===== src/rtl/spi_pkg.sv =====
// rtl/spi_pkg.sv - shared types and defaults for the SPI slave controller
//
// Purpose: holds the controller state encoding and the default frame width
// so the top level and any future siblings agree on them.
// Ports: none (package).

package spi_pkg;

  localparam int SPI_DATA_WIDTH = 8;

  typedef enum logic [1:0] {
    IDLE  = 2'd0,
    LOAD  = 2'd1,
    SHIFT = 2'd2
  } spi_state_e;

endpackage : spi_pkg


===== src/rtl/CDCSynchron.sv =====
// rtl/CDCSynchron.sv - three-flop synchronizer with edge detection
//
// Purpose: brings one asynchronous level into the sysClk_i domain and
// reports its synchronized level plus single-cycle rising/falling pulses.
// Ports:
//   sysClk_i  system clock
//   reset_ni  asynchronous active-low reset (flops go to RESET_VAL)
//   async_i   asynchronous input level
//   sync_o    synchronized level (second flop)
//   rise_o    one-cycle pulse on a synchronized 0->1 transition
//   fall_o    one-cycle pulse on a synchronized 1->0 transition

module CDCSynchron #(
  parameter logic RESET_VAL = 1'b0
) (
  input  logic sysClk_i,
  input  logic reset_ni,
  input  logic async_i,
  output logic sync_o,
  output logic rise_o,
  output logic fall_o
);

  // r_sync[0] is the metastability catcher, r_sync[1] the usable level,
  // r_sync[2] its one-cycle-old copy used for edge detection.
  logic [2:0] r_sync;

  always_ff @(posedge sysClk_i or negedge reset_ni) begin
    if (!reset_ni) begin
      r_sync <= {3{RESET_VAL}};
    end else begin
      r_sync <= {r_sync[1:0], async_i};
    end
  end

  assign sync_o = r_sync[1];
  assign rise_o = r_sync[1] & ~r_sync[2];
  assign fall_o = ~r_sync[1] & r_sync[2];

endmodule : CDCSynchron


===== src/rtl/spi_slave_ctrl.sv =====
// rtl/spi_slave_ctrl.sv - SPI mode-0 slave with one-deep TX buffer
//
// Purpose: receives MSB-first frames on mosi_i sampled at SCK rising and
// transmits MSB-first on miso_o shifted at SCK falling. All SPI pins are
// oversampled by sysClk_i, which must be several times faster than SCK.
// Ports:
//   sysClk_i, reset_ni   system clock, async active-low reset
//   sck_i, cs_ni, mosi_i SPI inputs (asynchronous)
//   miso_o               SPI output, MSB of the shift-out register
//   rx_data_o/rx_valid_o last complete frame and its one-cycle strobe
//   tx_data_i/tx_load_i  TX buffer write, accepted only while tx_ready_o
//   tx_ready_o           TX buffer empty
//   busy_o               controller not in IDLE

module spi_slave_ctrl
  import spi_pkg::*;
#(
  parameter int                    DATA_WIDTH = SPI_DATA_WIDTH,
  parameter logic [DATA_WIDTH-1:0] IDLE_FILL  = '0
) (
  input  logic                  sysClk_i,
  input  logic                  reset_ni,
  input  logic                  sck_i,
  input  logic                  cs_ni,
  input  logic                  mosi_i,
  output logic                  miso_o,
  output logic [DATA_WIDTH-1:0] rx_data_o,
  output logic                  rx_valid_o,
  input  logic [DATA_WIDTH-1:0] tx_data_i,
  input  logic                  tx_load_i,
  output logic                  tx_ready_o,
  output logic                  busy_o
);

  localparam int              CNT_W    = (DATA_WIDTH > 1) ? $clog2(DATA_WIDTH) : 1;
  localparam logic [CNT_W-1:0] LAST_BIT = CNT_W'(DATA_WIDTH - 1);

  logic w_sck_sync,  w_sck_rise,  w_sck_fall;
  logic w_cs_sync,   w_cs_rise,   w_cs_fall;
  logic w_mosi_sync, w_mosi_rise, w_mosi_fall;
  logic w_unused_edges;

  CDCSynchron #(.RESET_VAL(1'b0)) u_sync_sck (
    .sysClk_i (sysClk_i),
    .reset_ni (reset_ni),
    .async_i  (sck_i),
    .sync_o   (w_sck_sync),
    .rise_o   (w_sck_rise),
    .fall_o   (w_sck_fall)
  );

  CDCSynchron #(.RESET_VAL(1'b1)) u_sync_cs (
    .sysClk_i (sysClk_i),
    .reset_ni (reset_ni),
    .async_i  (cs_ni),
    .sync_o   (w_cs_sync),
    .rise_o   (w_cs_rise),
    .fall_o   (w_cs_fall)
  );

  CDCSynchron #(.RESET_VAL(1'b0)) u_sync_mosi (
    .sysClk_i (sysClk_i),
    .reset_ni (reset_ni),
    .async_i  (mosi_i),
    .sync_o   (w_mosi_sync),
    .rise_o   (w_mosi_rise),
    .fall_o   (w_mosi_fall)
  );

  // Only the MOSI level and the SCK edges matter to the datapath.
  assign w_unused_edges = ^{w_mosi_rise, w_mosi_fall, w_sck_sync};

  spi_state_e            r_state;
  logic [CNT_W-1:0]      r_bit_cnt;
  logic [DATA_WIDTH-2:0] r_rx_shift;
  logic [DATA_WIDTH-1:0] r_rx_data;
  logic                  r_rx_valid;
  logic [DATA_WIDTH-1:0] r_shift_out;
  logic [DATA_WIDTH-1:0] r_tx_buf;
  logic                  r_tx_ready;
  logic                  r_skip_fall;
  logic [1:0]            r_warm;
  logic                  r_cs_armed;
  logic [DATA_WIDTH-1:0] w_rx_next;

  assign w_rx_next = {r_rx_shift, w_mosi_sync};

  // After reset the CS synchronizer holds its reset value (high) for two
  // cycles. If the pin is really low that would look like a falling edge,
  // so a falling edge is only honoured once CS has been seen genuinely high.
  always_ff @(posedge sysClk_i or negedge reset_ni) begin
    if (!reset_ni) begin
      r_state     <= IDLE;
      r_bit_cnt   <= '0;
      r_rx_shift  <= '0;
      r_rx_data   <= '0;
      r_rx_valid  <= 1'b0;
      r_shift_out <= IDLE_FILL;
      r_tx_buf    <= '0;
      r_tx_ready  <= 1'b1;
      r_skip_fall <= 1'b0;
      r_warm      <= 2'd0;
      r_cs_armed  <= 1'b0;
    end else begin
      r_rx_valid <= 1'b0;

      if (r_warm != 2'd3) begin
        r_warm <= r_warm + 2'd1;
      end else if (w_cs_sync) begin
        r_cs_armed <= 1'b1;
      end

      // Writes are only taken into an empty buffer. A consume in the same
      // cycle sees the old (empty) state, ships IDLE_FILL and leaves the
      // new data buffered.
      if (tx_load_i && r_tx_ready) begin
        r_tx_buf   <= tx_data_i;
        r_tx_ready <= 1'b0;
      end

      if (w_cs_rise) begin
        r_state     <= IDLE;
        r_bit_cnt   <= '0;
        r_shift_out <= IDLE_FILL;
        r_skip_fall <= 1'b0;
      end else begin
        case (r_state)
          IDLE: begin
            if (w_cs_fall && r_cs_armed) begin
              r_state <= LOAD;
            end
          end

          LOAD: begin
            r_shift_out <= r_tx_ready ? IDLE_FILL : r_tx_buf;
            if (!r_tx_ready) begin
              r_tx_ready <= 1'b1;
            end
            r_bit_cnt   <= '0;
            r_skip_fall <= 1'b0;
            r_state     <= SHIFT;
          end

          SHIFT: begin
            if (!w_cs_sync) begin
              if (w_sck_rise) begin
                r_rx_shift <= w_rx_next[DATA_WIDTH-2:0];
                if (r_bit_cnt == LAST_BIT) begin
                  r_bit_cnt   <= '0;
                  r_rx_data   <= w_rx_next;
                  r_rx_valid  <= 1'b1;
                  r_shift_out <= r_tx_ready ? IDLE_FILL : r_tx_buf;
                  if (!r_tx_ready) begin
                    r_tx_ready <= 1'b1;
                  end
                  // The falling edge that closes the last bit arrives after
                  // this reload; it must not shift out the new frame's MSB.
                  r_skip_fall <= 1'b1;
                end else begin
                  r_bit_cnt <= r_bit_cnt + 1'b1;
                end
              end else if (w_sck_fall) begin
                if (r_skip_fall) begin
                  r_skip_fall <= 1'b0;
                end else begin
                  r_shift_out <= {r_shift_out[DATA_WIDTH-2:0], 1'b0};
                end
              end
            end
          end

          default: r_state <= IDLE;
        endcase
      end
    end
  end

  assign miso_o     = r_shift_out[DATA_WIDTH-1];
  assign rx_data_o  = r_rx_data;
  assign rx_valid_o = r_rx_valid;
  assign tx_ready_o = r_tx_ready;
  assign busy_o     = (r_state != IDLE);

endmodule : spi_slave_ctrl


===== config.mk =====
export PLATFORM = sky130hd
export DESIGN_NAME = spi_slave_ctrl
export DESIGN_NICKNAME = d
export VERILOG_FILES = /design/src/rtl/spi_pkg.sv /design/src/rtl/CDCSynchron.sv /design/src/rtl/spi_slave_ctrl.sv
export SDC_FILE = /design/constraint.sdc
export NUM_CORES = 1
export LEC_CHECK = 0
export ABC_CLOCK_PERIOD_IN_PS = 4400
export CAP_MARGIN = 10
export CORE_UTILIZATION = 45
export DETAILED_ROUTE_END_ITERATION = 10
export GPL_ROUTABILITY_DRIVEN = 0
export PLACE_DENSITY = 0.72
export SLEW_MARGIN = 20
export SYNTH_ARGS = -nofsm -noshare
export SYNTH_HDL_FRONTEND = slang
export SYNTH_SLANG_ARGS = --single-unit

===== constraint.sdc =====
create_clock -name sysClk_i -period 4.4 [get_ports sysClk_i]
set_input_delay 0.88 -clock sysClk_i [delete_from_list [all_inputs] [get_ports sysClk_i]]
set_output_delay 0.88 -clock sysClk_i [all_outputs]
set_load 0.02 [all_outputs]

Word level (Yosys, flattened, before mapping)
Index checks and enable logic that the tools add are counted.
{"block": "word_totals", "register_bits": 50, "input_bits": 14}
{"block": "classes", "n_bitwise": 10, "mux": 34, "add_sub_neg": 2, "n_reduce_logical": 12, "eq_ne": 11}
{"cell": "8-bit two-way mux", "n": 7}
{"cell": "1-bit two-way mux", "n": 16}
{"cell": "8-bit case mux with 2 select lines", "n": 1}
{"cell": "3-bit two-way mux", "n": 4}
{"cell": "5-bit AND reduction", "n": 2}
{"cell": "4-bit AND reduction", "n": 2}
{"cell": "3-bit by 2-bit != test with 1-bit output, second input constant", "n": 2}
{"cell": "1-bit NOT", "n": 6}
{"cell": "2-bit case mux with 3 select lines", "n": 1}
{"cell": "3-bit case mux with 2 select lines", "n": 1}
{"cell": "1-bit AND", "n": 4}
{"cell": "2-bit two-way mux", "n": 2}
{"cell": "4-bit by 1-bit != test with 1-bit output, second input constant", "n": 1}
{"cell": "4-bit by 2-bit != test with 1-bit output, second input constant", "n": 1}
{"cell": "4-bit by 3-bit != test with 1-bit output, second input constant", "n": 1}
{"cell": "1-bit case mux with 2 select lines", "n": 2}
{"cell": "2-bit AND reduction", "n": 2}
{"cell": "3-bit by 1-bit adder with 3-bit output, second input constant", "n": 1}
{"cell": "3-bit == test, second input constant", "n": 1}
{"cell": "3-bit by 1-bit != test with 1-bit output, second input constant", "n": 1}
{"cell": "3-bit AND reduction", "n": 1}
{"cell": "3-bit nonzero test", "n": 1}
{"cell": "2-bit by 1-bit adder with 2-bit output, second input constant", "n": 1}
{"cell": "2-bit by 1-bit == test with 1-bit output, second input constant", "n": 1}
{"cell": "6 further kinds", "n": 7}

Logic depth before layout (Yosys ltp)
Gate-level depths: netlist of the first run.
{"block": "depth", "word_depth": 8, "ltp_mapped": 7, "depth_no_buf": 6}

Modules after synthesis
From an unflattened synthesis of the first run, not the netlist that was laid out.
{"block": "hier_totals", "cells_unflattened": 162, "area_unflattened_um2": 2175.8}
{"module": "spi_slave_ctrl", "area_per_inst_um2": 1901.8, "cells_per_inst": 147, "instances": 1}
{"module": "CDCSynchron (u_sync_mosi ...)", "area_per_inst_um2": 90.1, "cells_per_inst": 5, "instances": 2}
{"module": "CDCSynchron (u_sync_cs)", "area_per_inst_um2": 93.8, "cells_per_inst": 5, "instances": 1}

Worst setup path after synthesis of the first run
OpenSTA, ideal clock, no wires.
{"block": "synth_timing", "path_kind": "reg2reg", "from": "register r_bit_cnt[0]", "to": "register r_shift_out[1]", "setup_slack_ns": 2.656, "required_ns": 4.275, "arrival_time_ns": 1.620, "path_stages_with_launch": 7, "setup_ns": 0.125, "synth_period_minus_slack_ns": 1.744, "path_buffers": 0, "cell_sequence": "dfrtp_1 > ha_1 > ha_1 > nand3b_1 > o31ai_1 > o21ai_2 > mux2_2"}
{"block": "synth_between", "elab_chain_cells": 3}
{"element": "start: declaration", "line": "spi_slave_ctrl.sv:74", "source": "logic [CNT_W-1:0] r_bit_cnt;"}
{"element": "start signal: assignment", "line": "spi_slave_ctrl.sv:160", "source": "r_bit_cnt <= r_bit_cnt + 1'b1;"}
{"element": "3-bit == test", "line": "spi_slave_ctrl.sv:148", "source": "if (r_bit_cnt == LAST_BIT) begin"}
{"element": "4-bit by 3-bit != test with 1-bit output (no source line)"}
{"element": "5-bit AND reduction (no source line)"}
{"element": "end signal: assignment", "line": "spi_slave_ctrl.sv:135", "source": "r_shift_out <= r_tx_ready ? IDLE_FILL : r_tx_buf;"}
{"element": "end signal: assignment", "line": "spi_slave_ctrl.sv:152", "source": "r_shift_out <= r_tx_ready ? IDLE_FILL : r_tx_buf;"}
{"element": "end signal: assignment", "line": "spi_slave_ctrl.sv:166", "source": "r_shift_out <= {r_shift_out[DATA_WIDTH-2:0], 1'b0};"}
{"element": "end: declaration", "line": "spi_slave_ctrl.sv:78", "source": "logic [DATA_WIDTH-1:0] r_shift_out;"}
Every way passes these cells.
A chain may end at the register's enable or synchronous reset.

Final worst setup path of the first run
{"block": "layout_timing", "from": "register r_state[0]", "to": "output busy_o"}
{"block": "layout_between", "elab_chain_cells": 1}
{"element": "start: declaration", "line": "spi_slave_ctrl.sv:73", "source": "spi_state_e r_state;"}
{"element": "start signal: assignment", "line": "spi_slave_ctrl.sv:93", "source": "r_state <= IDLE;"}
{"element": "start signal: assignment", "line": "spi_slave_ctrl.sv:122", "source": "r_state <= IDLE;"}
{"element": "start signal: assignment", "line": "spi_slave_ctrl.sv:130", "source": "r_state <= LOAD;"}
{"element": "2-bit nonzero test", "line": "spi_slave_ctrl.sv:182", "source": "assign busy_o = (r_state != IDLE);"}
{"element": "end: declaration", "line": "spi_slave_ctrl.sv:32", "source": "output logic busy_o"}
Every way passes these cells.

==> results of run 1 <==
-- final cells by class --
| type | count | area, um2 | share of cell area [%] |
|---|---|---|---|
| sequential | 50 | 1256 | 50.02 |
| multi-input combinational | 93 | 832.0 | 33.13 |
| timing repair buffer | 25 | 247.7 | 9.865 |
| clock buffer | 8 | 80.08 | 3.189 |
| tap | 52 | 65.06 | 2.591 |
| inverter | 8 | 30.03 | 1.196 |
-- where the power goes --
part	switching (mW)	total [mW]	internal, mW
clock network	0.139	0.252	0.113
logic	0.195	0.422	0.227
registers	0.0607	0.623	0.562
total	0.394	1.30	0.902
-- per-stage QoR --
step | cells | total power [mW] | instance area (um2)
finish | 236 | 1.297 | 2511
global placement | 228 | 1.026 | 2429
global route | 236 | 1.380 | 2511
CTS | 236 | 1.312 | 2509
floorplan | 155 | 0.9385 | 2152
detailed placement | 228 | 1.055 | 2429
-- cells by family (layout without fill, tap and decap cells) --
| group | after synthesis | after routing | share of synthesized area, % |
|---|---|---|---|
| DFF | 50 | 50 | 58.37 |
| muxes | 35 | 35 | 18.31 |
| AOI/OAI and AO/OA | 25 | 25 | 8.780 |
| and+or+nand+nor | 25 | 25 | 7.093 |
| buffers and inverters | 12 | 41 | 2.965 |
| adders and majority gates | 7 | 7 | 4.070 |
| xor gates and xnor gates | 1 | 1 | 0.4071 |
-- synthesized netlist by cell type --
| cell type | instances |
|---|---|
| nand3b_1 | 2 |
| a211o_1 | 2 |
| nand2b_4 | 1 |
| a22o_2 | 5 |
| o31ai_1 | 1 |
| buf_6 | 2 |
| nor3_1 | 1 |
| ha_1 | 7 |
| dfrtp_1 | 46 |
| dfstp_2 | 4 |
| and4bb_2 | 1 |
| and3_4 | 1 |
| inv_1 | 8 |
| nand4_1 | 1 |
| nor2_1 | 1 |
| o21ai_2 | 1 |
| a31oi_1 | 1 |
| nand3_1 | 5 |
| or2_4 | 1 |
| o311a_1 | 1 |
| o21ai_0 | 4 |
| o21bai_1 | 1 |
| mux2_2 | 31 |
| nand2b_1 | 1 |
| mux2_4 | 1 |
| buf_4 | 1 |
| o211ai_1 | 1 |
| nand2_1 | 8 |
| a21o_2 | 1 |
| a211oi_2 | 1 |
| clkbuf_1 | 1 |
| mux2i_1 | 3 |
| nand2_2 | 1 |
| and2b_2 | 1 |
| xnor2_1 | 1 |
| a21o_1 | 1 |
| a21oi_1 | 5 |
-- flip-flops by register name, summed over array words and instances, names as in the netlist, 3 cells and up --
name,cells
r_bit_cnt,3
r_tx_buf,8
u_sync_sck.r_sync,3
r_shift_out,8
u_sync_cs.r_sync,3
r_rx_shift,7
rx_data_o,8
-- final timing paths --
kind / from / endpoint / slack, ps / cells after the start
setup / recovery: r_state[0] / busy_o / 1890 / 4
hold / removal: u_sync_mosi.r_sync[0] / u_sync_mosi.r_sync[1] / 350 / 0
setup reg to reg: r_state[0] / rx_data_o[7] / 2170 / 6
hold reg to reg: u_sync_mosi.r_sync[0] / u_sync_mosi.r_sync[1] / 350 / 0
max in group asynchronous: reset_ni / rx_data_o[7] / 3390 / 1
min in group asynchronous: reset_ni / r_warm[0] / 590 / 1
-- metal layers --
| metal | up-vias | wire length (um) | track usage [%] |
|---|---|---|---|
| met5 | - | 0 | 0 |
| met4 | 0 | 29 | 6.667 |
| met3 | 2 | 154 | 3.846 |
| met2 | 36 | 1784 | 26.88 |
| met1 | 628 | 1776 | 23.58 |
| li1 | 607 | - | - |
==> impl_results.md, run 1 <==
- TritonRoute pass-1 iters: 4
- Diode count: 0
- Library cells used by synthesis: 37
- CTS tree: done
- Sequential share of the synthesized area: 58.37%
- Die width: 71.16 um
- Final net count: 204
- Hold_buf cts: 0
- PwrDens: 516.4 mW/mm2
- Critical path buffer and inverter count: 3
- Die Y: 71.16 um
- Worst min path class: register to register
- Number of global-route vias before repair: 1349
- Crit path required time: 3520 ps
- Hold WS: 353.3 ps
- Ys Warns: 0
- Synth Register Bits: 50
- Setup repair bufs after CTS: 0
- Slew Limit Fails: 0
- Top cells by area, synth: dfrtp_1 53%, mux2_2 16%, dfstp_2 4.9%
- Worst Skew: 8.657 ps
- Critical Path Max Stage Delay: 590 ps
- Total Neg Setup Slack: 0 ps
- Row cnt: 24
- Crit path DAT: 1630 ps
- Final Hold Fails: 0
- Setup WS post-layout: 1888 ps
- Final ANT Viol Nets: 0
- CP endpoint kind: output port
- H-Tree Depth: 2
- Core ar.: 0.004474 mm2
- Detailed router's first-iteration violation count: 80
- Mapped Area: 0.002152 mm2
- Reg clk slew, reported paths: 90 ps
- PortBufs: 25
- Outcome: completed
- CP cell instances: inv_1, ha_1, inv_1, clkdlybuf4s50_1
- Post-synth top area cell: dfrtp_1
- Io pins: 26
- RSZ-0062 raised after global routing: no
- CP max-delay cell: clkdlybuf4s50_1
- Post-route minimum period: 2512 ps
- Crit path max fanout: 4
- Total track usage: 17.23%
- Maximum buffer depth of the clock tree: 2
- Commonest non-fill, non-tap cells in the layout: 46 x dfrtp_1, 31 x mux2_2, 24 x clkdlybuf4s50_1
- Number of buffers created by CTS: 5
- Max frequency: 0.3982 GHz
- Peak supply drop: 215.5 uV
- Via count: 1273
- Post-cts resize count: 0
- Max_cap viols: 0
- Largest net degree at the start of global routing: 51
- Cell mode on critical path: inv_1
- Residual DRC count: 0
- Area growth syn-to-layout: 16.69%
- Commonest non-fill, non-tap cell in the layout: dfrtp_1
- Critical path's top delay family: buffers and inverters
- Worst-Skew Late Latency: 300 ps
- Initial Utilization: 48.10%
- Finished Core Util: 56.12%
- Yosys top cell area share: 53.49%
- Static Leak: 1.160 nW
- Total congestion overflow: 0
- Worst Tran Pin Value: 621.5 ps
- Via density: 5.394
- Die area: 0.005063 mm2
- HPWL after DPL: 2.638 mm
- Fraction of layout cells with a size suffix above 1: 30.43%
- Fill cells: 371
- Clock Sinks: 50
- First-pass GRT wire length: 6.603 mm
- Syn Area/Cell: 13.88 um2
- CP Class: register to output port
- Max_slew headroom: 58.57%
- WL final: 3.744 mm
- Post-place setup slack: 2195 ps
- Startpoint Class: register
- Cell count after synthesis: 155
- Count of endpoints failing setup in the final report: 0
- Tcrit/Tclk final: 57.08%
- Clk root buf: clkbuf_8
- Wire per inst: 15.86 um
- Mapped Nets: 176
- Initial antenna violation count: 0
No activity file was read; power rests on OpenSTA's default activity.
==> inputs of run 2 (changes only) <==
--- a/config.mk
+++ b/config.mk
@@ -5,7 +5,7 @@
 export SDC_FILE = /design/constraint.sdc
 export NUM_CORES = 1
 export LEC_CHECK = 0
-export ABC_CLOCK_PERIOD_IN_PS = 4400
+export ABC_CLOCK_PERIOD_IN_PS = 2400
 export CAP_MARGIN = 10
 export CORE_UTILIZATION = 45
 export DETAILED_ROUTE_END_ITERATION = 10
==> constraint.sdc (replaced) <==
create_clock -name sysClk_i -period 2.4 [get_ports sysClk_i]
set_input_delay 0.48 -clock sysClk_i [delete_from_list [all_inputs] [get_ports sysClk_i]]
set_output_delay 0.48 -clock sysClk_i [all_outputs]
set_load 0.02 [all_outputs]
==> impl_results.md, run 2 (synthesized netlist as in run 1, its figures left out) <==
- Area growth syn-to-layout: 19.24%
- Critical path buffer and inverter count: 1 (-2)
- PwrDens: 976.3 mW/mm2 (+89%)
- Sequential share of power: 45.6% (-2.5 points)
- Switch Pwr: 0.7439 mW (+89%)
- Commonest non-fill, non-tap cell in the layout: dfrtp_1
- Critical path's top delay family: adder cells
- Max frequency: 0.4655 GHz
- Largest net degree at the start of global routing: 27 (-47%)
- Commonest non-fill, non-tap cells in the layout: 46 x dfrtp_1, 31 x mux2_2, 24 x clkdlybuf4s50_1
- Residual DRC count: 0 (unchanged)
- Startpoint Class: register
- RSZ-0062 raised after global routing: no
- Outcome: completed
- Hold_buf cts: 0 (unchanged)
- R2R depth: 5 (-1)
- Reg clk slew, reported paths: 90 ps (about the same)
- Wire per inst: 16.09 um (+1.4%)
- Critical Path Max Stage Delay: 490 ps (-100 ps)
- Total track usage: 17.38% (+0.15 points)
- Die Y: 71.16 um (unchanged)
- HPWL after DPL: 2.702 mm (+2.4%)
- PortBufs: 25 (unchanged)
- Total congestion overflow: 0 (unchanged)
- Crit path required time: 2590 ps (-930 ps)
- Count of endpoints failing setup in the final report: 0 (unchanged)
- CP Class: register to register
- Maximum buffer depth of the clock tree: 2 (unchanged)
- Detailed router's first-iteration violation count: 129 (+61%)
- Die area: 0.005063 mm2 (unchanged)
- H-Tree Depth: 2 (unchanged)
- TritonRoute pass-1 iters: 4 (unchanged)
- Final Hold Fails: 0 (unchanged)
- Number of global-route vias before repair: 1403 (+4.0%)
- CP max-delay cell: ha_1
- Io pins: 26 (unchanged)
- Setup repair bufs after CTS: 0 (unchanged)
- Slew Limit Fails: 0 (unchanged)
- Sw frac: 29.69% (-0.72 points)
- Dpl cells: 230 (+0.88%)
- Crit path max fanout: 15 (+11)
- Worst min path class: input port to asynchronous set/reset pin
- First-pass GRT wire length: 6.782 mm (+2.7%)
- CTS tree: done
- Final ANT Viol Nets: 0 (unchanged)
- Worst R2R Start: r_state[0]
- Via density: 5.513 (+2.2%)
- Worst-Skew Late Latency: 300 ps (about the same)
- Clock Sinks: 50 (unchanged)
- Clk root buf: clkbuf_8
- P_int: 1.761 mW (+95%)
- Total Neg Setup Slack: 0 ps (unchanged)
- Fraction of layout cells with a size suffix above 1: 32.26% (+1.8 points)
- Final net count: 206 (+0.98%)
- WL final: 3.829 mm (+2.3%)
- Core ar.: 0.004474 mm2 (unchanged)
- Post-cts resize count: 0 (unchanged)
- Row cnt: 24 (unchanged)
- Max_cap viols: 0 (unchanged)
- Post-route minimum period: 2148 ps
- Worst Tran Pin Value: 600.4 ps (-21.04 ps)
- Die width: 71.16 um (unchanged)
- CP cell instances: inv_1, ha_1, nand2_1, o21ai_2, mux2_2
- Number of buffers created by CTS: 5 (unchanged)
- Initial antenna violation count: 0 (unchanged)
- RR Endpoint: r_shift_out[6]
- Max_slew headroom: 59.97% (+1.4 points)
- Initial Utilization: 48.10% (unchanged)
- Diode count: 0 (unchanged)
- Static Leak: 1.186 nW (+2.2%)
- Crit path DAT: 2340 ps (+710 ps)
- Non-filler cells in the finished layout: 238 (+0.85%)
- Tcrit/Tclk final: 89.50%
- CP endpoint kind: register
- Reg2Reg Setup Slack: 250 ps (-1920 ps)
- Clock power frac: 23.5% (+4.1 points)
- Via count: 1312 (+3.1%)
- Worst Skew: 4.466 ps (-4.191 ps)
- Combinational Power Share: 30.9% (-1.6 points)
- Peak supply drop: 437.4 uV (+100%)
- Fill cells: 369 (-0.54%)
-- run 2: metrics by stage --
stage / worst slack (ps) / hold slack [ps] / area (um2) / util, % / power (mW)
after CTS: 264.6 / 190.0 / 2566 / 57.35 / 2.524
after global placement: 414.5 / 333.2 / 2456 / 54.89 / 1.881
after detailed placement: 280.0 / 335.8 / 2456 / 54.89 / 1.939
after floorplan: 655.7 / 184.4 / 2152 / - / 1.720
final: 251.9 / 173.7 / 2566 / 57.35 / 2.505
after global routing: 136.7 / 214.2 / 2566 / 57.35 / 2.649
-- run 2: power by group through the flow --
stage,clock (mW),combinational (mW),sequential [mW]
floorplan,0,0.584,1.14
global placement,0,0.733,1.15
detailed placement,0,0.779,1.16
CTS,0.599,0.782,1.14
global route,0.635,0.844,1.17
finish,0.590,0.773,1.14
-- run 2: worst max path at each step --
stage                 start        endpoint  cells after the start
6_report         r_state[0]  r_shift_out[6]                      5
5_1_grt          r_state[0]  r_shift_out[6]                      5
4_1_cts          r_state[0]  r_shift_out[3]                      5
3_5_place_dp     r_state[0]  r_shift_out[3]                      5
3_3_place_gp     r_state[0]  r_shift_out[7]                      5
2_1_floorplan  r_bit_cnt[0]  r_shift_out[1]                      6
-- run 2: layout make-up --
cell class,instances,area [um2],share of cell area [%]
clock buffer,6,72.57,2.828
clock inverter,2,37.54,1.463
inverter,8,30.03,1.170
multi-input combinational,93,832.0,32.42
sequential,50,1256,48.95
tap,52,65.06,2.535
timing repair buffer,27,272.8,10.63
-- run 2: routing by layer --
layer  vias to the layer above  GRT usage (%)  wire, um
met3                         7          4.843       187
met4                         0          5.778        65
met1                       659          21.98      1674
li1                        608              -         -
met5                         -              0         0
met2                        38          28.89      1902
-- run 2: worst reg2reg max path: cells and delay by family (launching register included) --
| kind | cells | cell delay (ps) |
|---|---|---|
| compound gates | 1 | 450 |
| fa+ha+maj | 1 | 490 |
| simple gates | 1 | 180 |
| buf+inv | 1 | 130 |
| mux | 1 | 400 |
| flops | 1 | 400 |
